[src/rtl/fetch_controller.sv]
// fetch_controller: instruction-fetch sequencer for the ARM9TDMI fetch stage.
//
// Issues word-aligned requests over a single-outstanding req/ack handshake and
// buffers returned words in a QDEPTH-entry prefetch queue. The queue head goes to
// decode as IR/PC_OUT with FETCH_EN. A taken branch flushes the queue and redirects
// fetch. A request already on the bus is allowed to finish, and its data is dropped.
//
// Parameters:
//   RESET_VECTOR  first fetch address after reset (bits [1:0] ignored)
//   QDEPTH        prefetch queue entries, power of 2 in 2..8
// Ports:
//   CLK, RESET_N            clock, asynchronous active-low reset
//   IMEM_REQ/IMEM_ADDR      fetch request and word address (held until IMEM_ACK)
//   IMEM_ACK/IMEM_RDATA     request completion and returned instruction word
//   DEC_READY               decode consumes IR this cycle when FETCH_EN=1
//   FETCH_EN/IR/PC_OUT      queue head valid, instruction, and its address
//   BR_TAKEN/BR_TARGET      single-cycle redirect pulse and target address
//   STALL_CNT               decode-starved cycle counter (only with FETCH_PERF_CNT_EN)
// Optional feature macro: FETCH_PERF_CNT_EN
module fetch_controller #(
    parameter logic [31:0] RESET_VECTOR = 32'h0000_0000,
    parameter int unsigned QDEPTH       = 2
) (
    input  logic        CLK,
    input  logic        RESET_N,
    output logic        IMEM_REQ,
    output logic [31:0] IMEM_ADDR,
    input  logic        IMEM_ACK,
    input  logic [31:0] IMEM_RDATA,
    input  logic        DEC_READY,
    output logic        FETCH_EN,
    output logic [31:0] IR,
    output logic [31:0] PC_OUT,
    input  logic        BR_TAKEN,
    input  logic [31:0] BR_TARGET
`ifdef FETCH_PERF_CNT_EN
    ,
    output logic [31:0] STALL_CNT
`endif
);

    localparam int unsigned PW = $clog2(QDEPTH);
    localparam int unsigned CW = PW + 1;
    localparam logic [CW-1:0] DEPTH_C = CW'(QDEPTH);
    localparam logic [31:0] RV_ALIGNED = RESET_VECTOR & 32'hFFFF_FFFC;

    typedef enum logic [1:0] {StIdle, StReq, StHold, StFlush} state_e;

    state_e        state_q;
    logic [CW-1:0] count_q, count_d, left;
    logic [PW-1:0] rd_ptr_q, rd_ptr_d, wr_ptr_q, wr_ptr_d;
    logic [31:0]   tgt_q;
    logic [31:0]   mem_addr_q [QDEPTH];
    logic [31:0]   mem_data_q [QDEPTH];
    logic          push, pop;
    logic [31:0]   br_addr, head_pc_d, head_ir_d;

    always_comb begin
        // Data is only kept when acked in REQ; FLUSH and same-cycle branches drop it.
        push     = IMEM_ACK & (state_q == StReq) & ~BR_TAKEN;
        pop      = FETCH_EN & DEC_READY & ~BR_TAKEN;
        br_addr  = BR_TARGET & 32'hFFFF_FFFC;
        left     = count_q - CW'(pop);
        count_d  = BR_TAKEN ? '0 : left + CW'(push);
        rd_ptr_d = BR_TAKEN ? '0 : rd_ptr_q + PW'(pop);
        wr_ptr_d = BR_TAKEN ? '0 : wr_ptr_q + PW'(push);
        head_pc_d = '0;
        head_ir_d = '0;
        if (count_d != '0) begin
            if (left == '0) begin
                // Queue empties before the push: the incoming word becomes the head.
                head_pc_d = IMEM_ADDR;
                head_ir_d = IMEM_RDATA;
            end else begin
                head_pc_d = mem_addr_q[rd_ptr_d];
                head_ir_d = mem_data_q[rd_ptr_d];
            end
        end
    end

    // Queue storage needs no reset; validity is tracked by count_q.
    always_ff @(posedge CLK) begin
        if (push) begin
            mem_addr_q[wr_ptr_q] <= IMEM_ADDR;
            mem_data_q[wr_ptr_q] <= IMEM_RDATA;
        end
    end

    always_ff @(posedge CLK or negedge RESET_N) begin
        if (!RESET_N) begin
            state_q   <= StIdle;
            IMEM_REQ  <= 1'b0;
            IMEM_ADDR <= RV_ALIGNED;
            tgt_q     <= '0;
            count_q   <= '0;
            rd_ptr_q  <= '0;
            wr_ptr_q  <= '0;
            FETCH_EN  <= 1'b0;
            IR        <= '0;
            PC_OUT    <= '0;
        end else begin
            count_q  <= count_d;
            rd_ptr_q <= rd_ptr_d;
            wr_ptr_q <= wr_ptr_d;
            FETCH_EN <= (count_d != '0);
            IR       <= head_ir_d;
            PC_OUT   <= head_pc_d;
            unique case (state_q)
                StIdle: begin
                    if (BR_TAKEN) IMEM_ADDR <= br_addr;
                    state_q  <= StReq;
                    IMEM_REQ <= 1'b1;
                end
                StReq: begin
                    if (BR_TAKEN) begin
                        if (IMEM_ACK) begin
                            IMEM_ADDR <= br_addr;
                        end else begin
                            // Request cannot be withdrawn: finish it, then redirect.
                            tgt_q   <= br_addr;
                            state_q <= StFlush;
                        end
                    end else if (IMEM_ACK) begin
                        IMEM_ADDR <= IMEM_ADDR + 32'd4;
                        if (count_d == DEPTH_C) begin
                            state_q  <= StHold;
                            IMEM_REQ <= 1'b0;
                        end
                    end
                end
                StHold: begin
                    if (BR_TAKEN) begin
                        IMEM_ADDR <= br_addr;
                        state_q   <= StReq;
                        IMEM_REQ  <= 1'b1;
                    end else if (count_q < DEPTH_C) begin
                        state_q  <= StReq;
                        IMEM_REQ <= 1'b1;
                    end
                end
                StFlush: begin
                    if (IMEM_ACK) begin
                        IMEM_ADDR <= BR_TAKEN ? br_addr : tgt_q;
                        state_q   <= StReq;
                    end else if (BR_TAKEN) begin
                        tgt_q <= br_addr;
                    end
                end
            endcase
        end
    end

`ifdef FETCH_PERF_CNT_EN
    always_ff @(posedge CLK or negedge RESET_N) begin
        if (!RESET_N) begin
            STALL_CNT <= '0;
        end else if (DEC_READY && !FETCH_EN && (STALL_CNT != 32'hFFFF_FFFF)) begin
            STALL_CNT <= STALL_CNT + 32'd1;
        end
    end
`endif

endmodule
[config.mk]
export PLATFORM = sky130hd
export DESIGN_NAME = fetch_controller
export DESIGN_NICKNAME = d
export VERILOG_FILES = /design/src/rtl/fetch_controller.sv
export SDC_FILE = /design/constraint.sdc
export NUM_CORES = 1
export LEC_CHECK = 0
export ABC_AREA = 0
export BUFFER_PORTS_ARGS = -buffer_cell sky130_fd_sc_hd__buf_2
export CAP_MARGIN = 20
export CORE_MARGIN = 8
export CORE_UTILIZATION = 45
export CTS_CLUSTER_DIAMETER = 60
export CTS_CLUSTER_SIZE = 28
export DETAILED_ROUTE_END_ITERATION = 10
export PLACE_DENSITY = 0.74
export REMOVE_ABC_BUFFERS = 1
export SLEW_MARGIN = 15
export SYNTH_ARGS = -nofsm -noshare
export SYNTH_HDL_FRONTEND = slang
export SYNTH_SLANG_ARGS = --single-unit
[constraint.sdc]
create_clock -name CLK -period 12.1 [get_ports CLK]
set_input_delay 0.605 -clock CLK [delete_from_list [all_inputs] [get_ports CLK]]
set_output_delay 0.605 -clock CLK [all_outputs]
set_load 0.05 [all_outputs]
==> run metrics, run 1 <==
critical path fanouts, max between 60 and 70; Layout Utilization between 50 and 60%; Slew Limit Fails 0; Hold Fails Final Rpt 0; Clock Tree Buf Depth 3; Worst Path Arrival between 3000 and 4000 ps; Slew HR roughly a third; maxcap violations 0; final setup TNS 0 ps; Internal ~0.0016 W; Worst-path clk slew about 90 ps; Remaining Overflow, GRT 0; worst stage delay on the critical path between 700 and 800 ps; number of buffers and inverters on the critical path 3; initial drt markers 670; Combinational Power Share around 29%; overall die width around 180 um; CP max-delay cell buf_4; PostCTS Resize Cnt 0; final WL approximately 28,000 um; # DRC 0; Yosys top cell area share approximately a third; Max Clock Freq 302 MHz; post-route design area about 0.013 sq mm; Starting Density a little under half; dpl cell area approximately 0.012 sq mm; Overall Power roughly 0.0026 W; Syn. warnings 0; Worst EP required 12,520 ps; root buffer cell clkbuf_16; Clk pwr share between 20% and 30%; EDFF count, synth 128; dpl hpwl ~18,000 um; Tmin final 3310 ps; core area ~0.025 sq mm; Clock Skew between 15 and 20 ps; Async S/R FF share, synth between 50% and 60%; via count ~7,700; ys flop type dfrtp_1; first-pass GRT wire length about 44,000 um; nets 1,084; Tot GR Track Use around 18%; area leader, netlist edfxtp_1; WS Path Type primary input to flop; Clk Latency, worst-skew pair between 500 and 600 ps; Max IR drop VDD 0.116 mV; Sw Share roughly 39%; routed length per instance 20.3 um; static leakage 5.21 nW; clock sinks roughly 260; synth top area cells edfxtp_1 (34%), dfrtp_1 (30%), mux2i_1 (5.7%); vias per cell between 5 and 6; site row count between 50 and 60; status completed; CTS H-tree lvls 1; CTS Hold Bufs 0; Worst Hold Class primary input to async pin; slew at the pin closest to its max-slew limit between 1000 and 1500 ps; I/O pins roughly 170; Worst Setup End Kind flop; cell family with most CP delay buffers and inverters; Yosys cell types 65; Startpoint Class primary input; Syn Inst Count about 900; count leader, synth dfrtp_1; gpl congestion around 0.85; initial antenna violation count 7; PortBufs 164; TritonCTS Buffers 19; Seq pwr share around 45%; Pwr Density 198 mW/mm^2; Antenna Violating Nets Remaining 0; top cells by count, synth dfrtp_1 (136), edfxtp_1 (128), nor2_1 (109); RSZ-0062 raised after global routing false; Fill cells about 2,100; layout cells sized above 1 a little under 30%; post-synthesis average cell area around 13 sq um; postcts setup bufs 0; post-synthesis sequential area ratio between 60% and 70%; Switch Pwr between 0.001 and 0.0015 W; largest net degree at the start of global routing 78; die area just over 0.03 sq mm; critical-path cell list buf_2 > buf_4 > nor2_1 > ha_1 > xor2_2 > or2_4 > buf_4 > nor2_1 > a211oi_2; vias in the first global route 7,777; Layout area overhead 15.1%; final period utilization between 20% and 30%; Die Ht about 180 um; Pre-antenna DRT Iters 5; mapped cell area 0.0114 sq mm; Final setup viols 0; CTS tree built; #FFs+latches synth about 260
==> cell usage in the layout (no fill, tap or decap), types with 8 or more instances in the layout <==
| cell type | netlist | final |
|---|---|---|
| o22ai_1 | 12 | 12 |
| a211oi_1 | 18 | 18 |
| a31oi_1 | 11 | 11 |
| clkbuf_16 | 0 | 19 |
| a211oi_2 | 49 | 49 |
| nor2_1 | 109 | 107 |
| and4_1 | 8 | 8 |
| dfrtp_1 | 136 | 136 |
| mux2i_1 | 65 | 65 |
| edfxtp_1 | 128 | 128 |
| buf_4 | 0 | 10 |
| buf_2 | 26 | 163 |
| nor3_1 | 12 | 12 |
| a21oi_1 | 23 | 23 |
| nand2_1 | 48 | 48 |
| mux2_2 | 25 | 25 |
| o21ai_0 | 31 | 31 |
| nand3_1 | 15 | 15 |
| inv_1 | 16 | 16 |
==> registers in the layout (all words and copies together) (netlist names) <==
register    cells
FETCH_EN        1
IMEM_ADDR      32
IMEM_REQ        1
IR             32
PC_OUT         32
count_q         2
mem_addr_q     64
mem_data_q     64
rd_ptr_q        1
state_q         2
tgt_q          32
wr_ptr_q        1
==> area by class of cell <==
class | instances | area [sq um] | share of cell area, %
antenna | 2 | 5.00 | 0.0381
sequential | 264 | 7250 | 55.1
tap | 330 | 413 | 3.14
timing repair buffer | 176 | 942 | 7.17
clock buffer | 19 | 475 | 3.62
multi-input combinational | 534 | 3800 | 28.9
inverter | 18 | 67.6 | 0.514
clock inverter | 15 | 196 | 1.49
==> metrics by stage <==
stage / hold WS [ps] / setup WS (ps) / std cells
after floorplan: 309 / 6350 / 816
after global placement: 464 / 8260 / 1320
after detailed placement: 472 / 8210 / 1321
after CTS: 168 / 8710 / 1355
after global routing: 199 / 8570 / 1358
final: 147 / 8790 / 1358
==> worst paths after layout <==
kind,end,slack (ps),cells after the start,start
min in group CLK,mem_data_q[0][27],300,1,IMEM_RDATA[27]
max in group asynchronous,tgt_q[27],10610,2,RESET_N
max,IR[26],8790,9,BR_TAKEN
max reg2reg,IR[26],8940,8,FETCH_EN
min,IR[25],150,1,RESET_N
min reg2reg,tgt_q[23],490,2,tgt_q[23]
==> logic make-up after synthesis <==
| family | Yosys count | share of synthesized area (%) |
|---|---|---|
| fa+ha+maj | 2 | 0.219 |
| buf+inv | 84 | 3.52 |
| xor+xnor | 10 | 0.833 |
| simple gates | 224 | 8.83 |
| flops | 264 | 63.5 |
| mux | 90 | 8.17 |
| compound gates | 208 | 14.9 |
==> power groups by stage <==
stage          logic (W)  clock network [W]  registers (W)
2_1_floorplan   0.000317                  0        0.00141
3_3_place_gp    0.000742                  0        0.00118
3_5_place_dp    0.000756                  0        0.00118
4_1_cts         0.000758           0.000698        0.00116
5_1_grt         0.000805           0.000729        0.00118
6_report        0.000752           0.000684        0.00116
==> layer usage <==
layer  part of all wire (%)  GRT usage (%)  routed length [um]  vias up
met5                   0.22              0                  62        -
met4                    1.8           4.42                 505       10
met3                    7.0           3.80                1920       39
met2                     48           29.5               13100      263
met1                     43           23.3               12000     3828
li1                       -              -                   -     3557
Power figures use the tool's default switching activity.
==> run 2, diff against run 1 <==
--- a/config.mk
+++ b/config.mk
@@ -5,7 +5,7 @@
 export SDC_FILE = /design/constraint.sdc
 export NUM_CORES = 1
 export LEC_CHECK = 0
-export ABC_AREA = 0
+export ABC_AREA = 1
 export BUFFER_PORTS_ARGS = -buffer_cell sky130_fd_sc_hd__buf_2
 export CAP_MARGIN = 20
 export CORE_MARGIN = 8
@@ -13,7 +13,7 @@
 export CTS_CLUSTER_DIAMETER = 60
 export CTS_CLUSTER_SIZE = 28
 export DETAILED_ROUTE_END_ITERATION = 10
-export PLACE_DENSITY = 0.74
+export PLACE_DENSITY = 0.77
 export REMOVE_ABC_BUFFERS = 1
 export SLEW_MARGIN = 15
 export SYNTH_ARGS = -nofsm -noshare
==> constraint.sdc (replaced) <==
create_clock -name CLK -period 3 [get_ports CLK]
set_input_delay 0.15 -clock CLK [delete_from_list [all_inputs] [get_ports CLK]]
set_output_delay 0.15 -clock CLK [all_outputs]
set_load 0.05 [all_outputs]
==> run 2 against run 1 <==
Register-to-register slack worse by 8400 ps. Critical path type is now flop to flop. Synthesized cell count up 34%. Global-route usage rose by 1.4 points. Sequential share of layout area fell by 4.9 points. Via count grew 22%. Clock power rose to 4.2 times the previous value.
==> run metrics, run 2 <==
status completed; Yosys top cell area share 32.3% (-1.4 points); metal3 WL 2280 um (+19%); Startpoint Class flop; top sig layer met4; fin cells 1,738 (+28%); commonest non-fill, non-tap cell in the layout nand2_1; Tot GR Track Use 19.1% (+1.4 points); final setup TNS 0 ps (unchanged); Slew HR 46.9% (+14 points); root buffer cell clkbuf_16; Max IR drop VDD 0.679 mV (+480%); via count 9,376 (+22%); PostCTS Resize Cnt 0 (unchanged); #FFs+latches synth 264 (unchanged); core area 0.0260 sq mm (+3.8%); dpl hpwl 19,800 um (+13%); diode count 0 (-2); Antenna Violating Nets Remaining 0 (unchanged); DR WL met2 14,600 um (+11%); CTS Hold Bufs 64 (+64); PortBufs 164 (unchanged); Tmin final 2410 ps; Clk Latency, worst-skew pair 520 ps (about the same); Worst Setup End Kind flop; Layout area overhead 21.2%; first-pass GRT wire length 49,100 um (+11%); largest net degree at the start of global routing 66 (-15%); overall die width 179 um (+1.9%); nets 1,460 (+35%); WL met1 13,300 um (+11%); leading registers by flop count mem_addr_q x64, mem_data_q x64; Syn Inst Count 1,178 (+34%); CTS H-tree lvls 1 (unchanged); # placed instances 1,638 (+24%); Starting Density 45.8% (+0.18 points); initial antenna violation count 0 (-7); vias in the first global route 9,413 (+21%); Pre-antenna DRT Iters 5 (unchanged); Worst Path Arrival 2820 ps (-900 ps); mapped cell area 0.0119 sq mm (+4.2%); Clock Tree Buf Depth 3 (unchanged); maxcap violations 0 (unchanged); post-synthesis sequential area ratio 60.9% (-2.6 points); vias per cell 5.39 (-4.8%); Remaining Overflow, GRT 0 (unchanged); die area 0.0319 sq mm (+3.8%); static leakage 6.16 nW (+18%); final period utilization 80.4%; top cells by count, synth nand2_1 (302), dfrtp_1 (136), edfxtp_1 (128); TritonCTS Buffers 20 (+1); most frequent cells in the layout nand2_1 (302), buf_2 (163), dfrtp_1 (136), edfxtp_1 (128), nor2_1 (84); Async S/R FF share, synth 51.5% (unchanged); routed length per instance 17.8 um (-13%); Worst EP required 3410 ps (-9110 ps); postcts setup bufs 0 (unchanged); clock sinks 264 (unchanged); critical path fanouts, max 38 (-42%); I/O pins 167 (unchanged); Hold Fails Final Rpt 0 (unchanged); EDFF count, synth 128 (unchanged); Max Clock Freq 415 MHz; Worst-path clk slew 80 ps (about the same); Worst Hold Class primary input to flop; Pwr Density 1040 mW/mm^2 (+430%); count leader, synth nand2_1; initial drt markers 833 (+24%); Syn. warnings 0 (unchanged); WS Path Type flop to flop; ys flop type dfrtp_1; Layout Utilization 55.5% (+3.0 points); synth top area cells edfxtp_1 (32%), dfrtp_1 (29%), nand2_1 (9.5%); slew at the pin closest to its max-slew limit 797 ps (-203 ps); layout cells sized above 1 24.2% (-4.7 points); # DRC 0 (unchanged); gpl congestion 0.891 (+4.4%); Die Ht 179 um (+1.9%); CTS tree built; site row count 59 (+1.7%); post-synthesis average cell area 10.1 sq um (-22%); RSZ-0062 raised after global routing false; Slew Limit Fails 0 (unchanged); area leader, netlist edfxtp_1; final WL 30,900 um (+12%); Fill cells 2,193 (+3.3%); Final setup viols 0 (unchanged); Clock Skew 13.3 ps (-3.07 ps); Yosys cell types 43 (-34%)
-- run 2: changes by cell type in the layout (fill, tap and decap cells not counted), sizes merged, moves of 18 or more --
cell,before,now
a211oi,67,2
a21oi,23,121
dlygate4sd3,0,64
inv,24,84
mux2,25,0
mux2i,65,0
nand2,49,304
nor2,109,91
o211ai,4,68
or2,2,64
-- run 2: cells by family (layout without fill, tap and decap cells) --
family	count (synthesis)	in the layout	share of synthesized area, %
DFF	264	264	60.9
AOI/OAI and AO/OA	268	268	15.3
xor gates and xnor gates	7	7	0.515
buffers and inverters	138	363	5.08
adders and majority gates	2	2	0.210
and+or+nand+nor	499	499	17.9
-- run 2: final timing paths --
kind	startpoint	end	slack, ps	depth (start not counted)
setup / recovery	state_q[0]	tgt_q[2]	590	9
hold / removal	IMEM_ACK	state_q[1]	40	4
setup reg to reg	state_q[0]	tgt_q[2]	590	9
hold reg to reg	tgt_q[6]	tgt_q[6]	490	2
max in group asynchronous	RESET_N	PC_OUT[25]	1890	3
min in group asynchronous	RESET_N	IR[20]	180	2
-- run 2: critical path: stages (launching register included) --
cell and delay, ps:
dfrtp_1 780, nand2_1 150, nor2_1 160, buf_4 280, inv_1 110, nand2_1 100
buf_4 350, inv_1 200, nand2_1 100, nand2_1 50
-- run 2: cell type report --
cell class | count | area (sq um) | share of cell area (%)
clock buffer | 22 | 529 | 3.67
inverter | 74 | 278 | 1.93
sequential | 264 | 7250 | 50.3
multi-input combinational | 776 | 4080 | 28.3
clock inverter | 14 | 173 | 1.20
tap | 335 | 419 | 2.91
timing repair buffer | 253 | 1690 | 11.7
-- run 2: power breakdown --
part,switching [W],leakage (nW),internal (W)
clock,0.00146,0.340,0.00139
combinational,0.00479,2.92,0.00170
sequential,0.000878,2.90,0.00482
total,0.00712,6.16,0.00792
-- run 2: metal layers --
metal  GRT usage, %  vias to the layer above
li1               -                     4447
met1           25.3                     4541
met2           31.6                      336
met3           3.51                       52
met4           5.24                        0
met5              0                        -
-- run 2: through the flow --
step           instance area, sq um  power [W]  setup slack (ps)  hold WS, ps
5_1_grt                       14400     0.0159               365         79.4
2_1_floorplan                 11600     0.0102             -1830         -146
4_1_cts                       14400     0.0151               610         29.8
3_3_place_gp                  13100     0.0120               667          176
3_5_place_dp                  13100     0.0122               643          180
6_report                      14400     0.0150               589         44.5
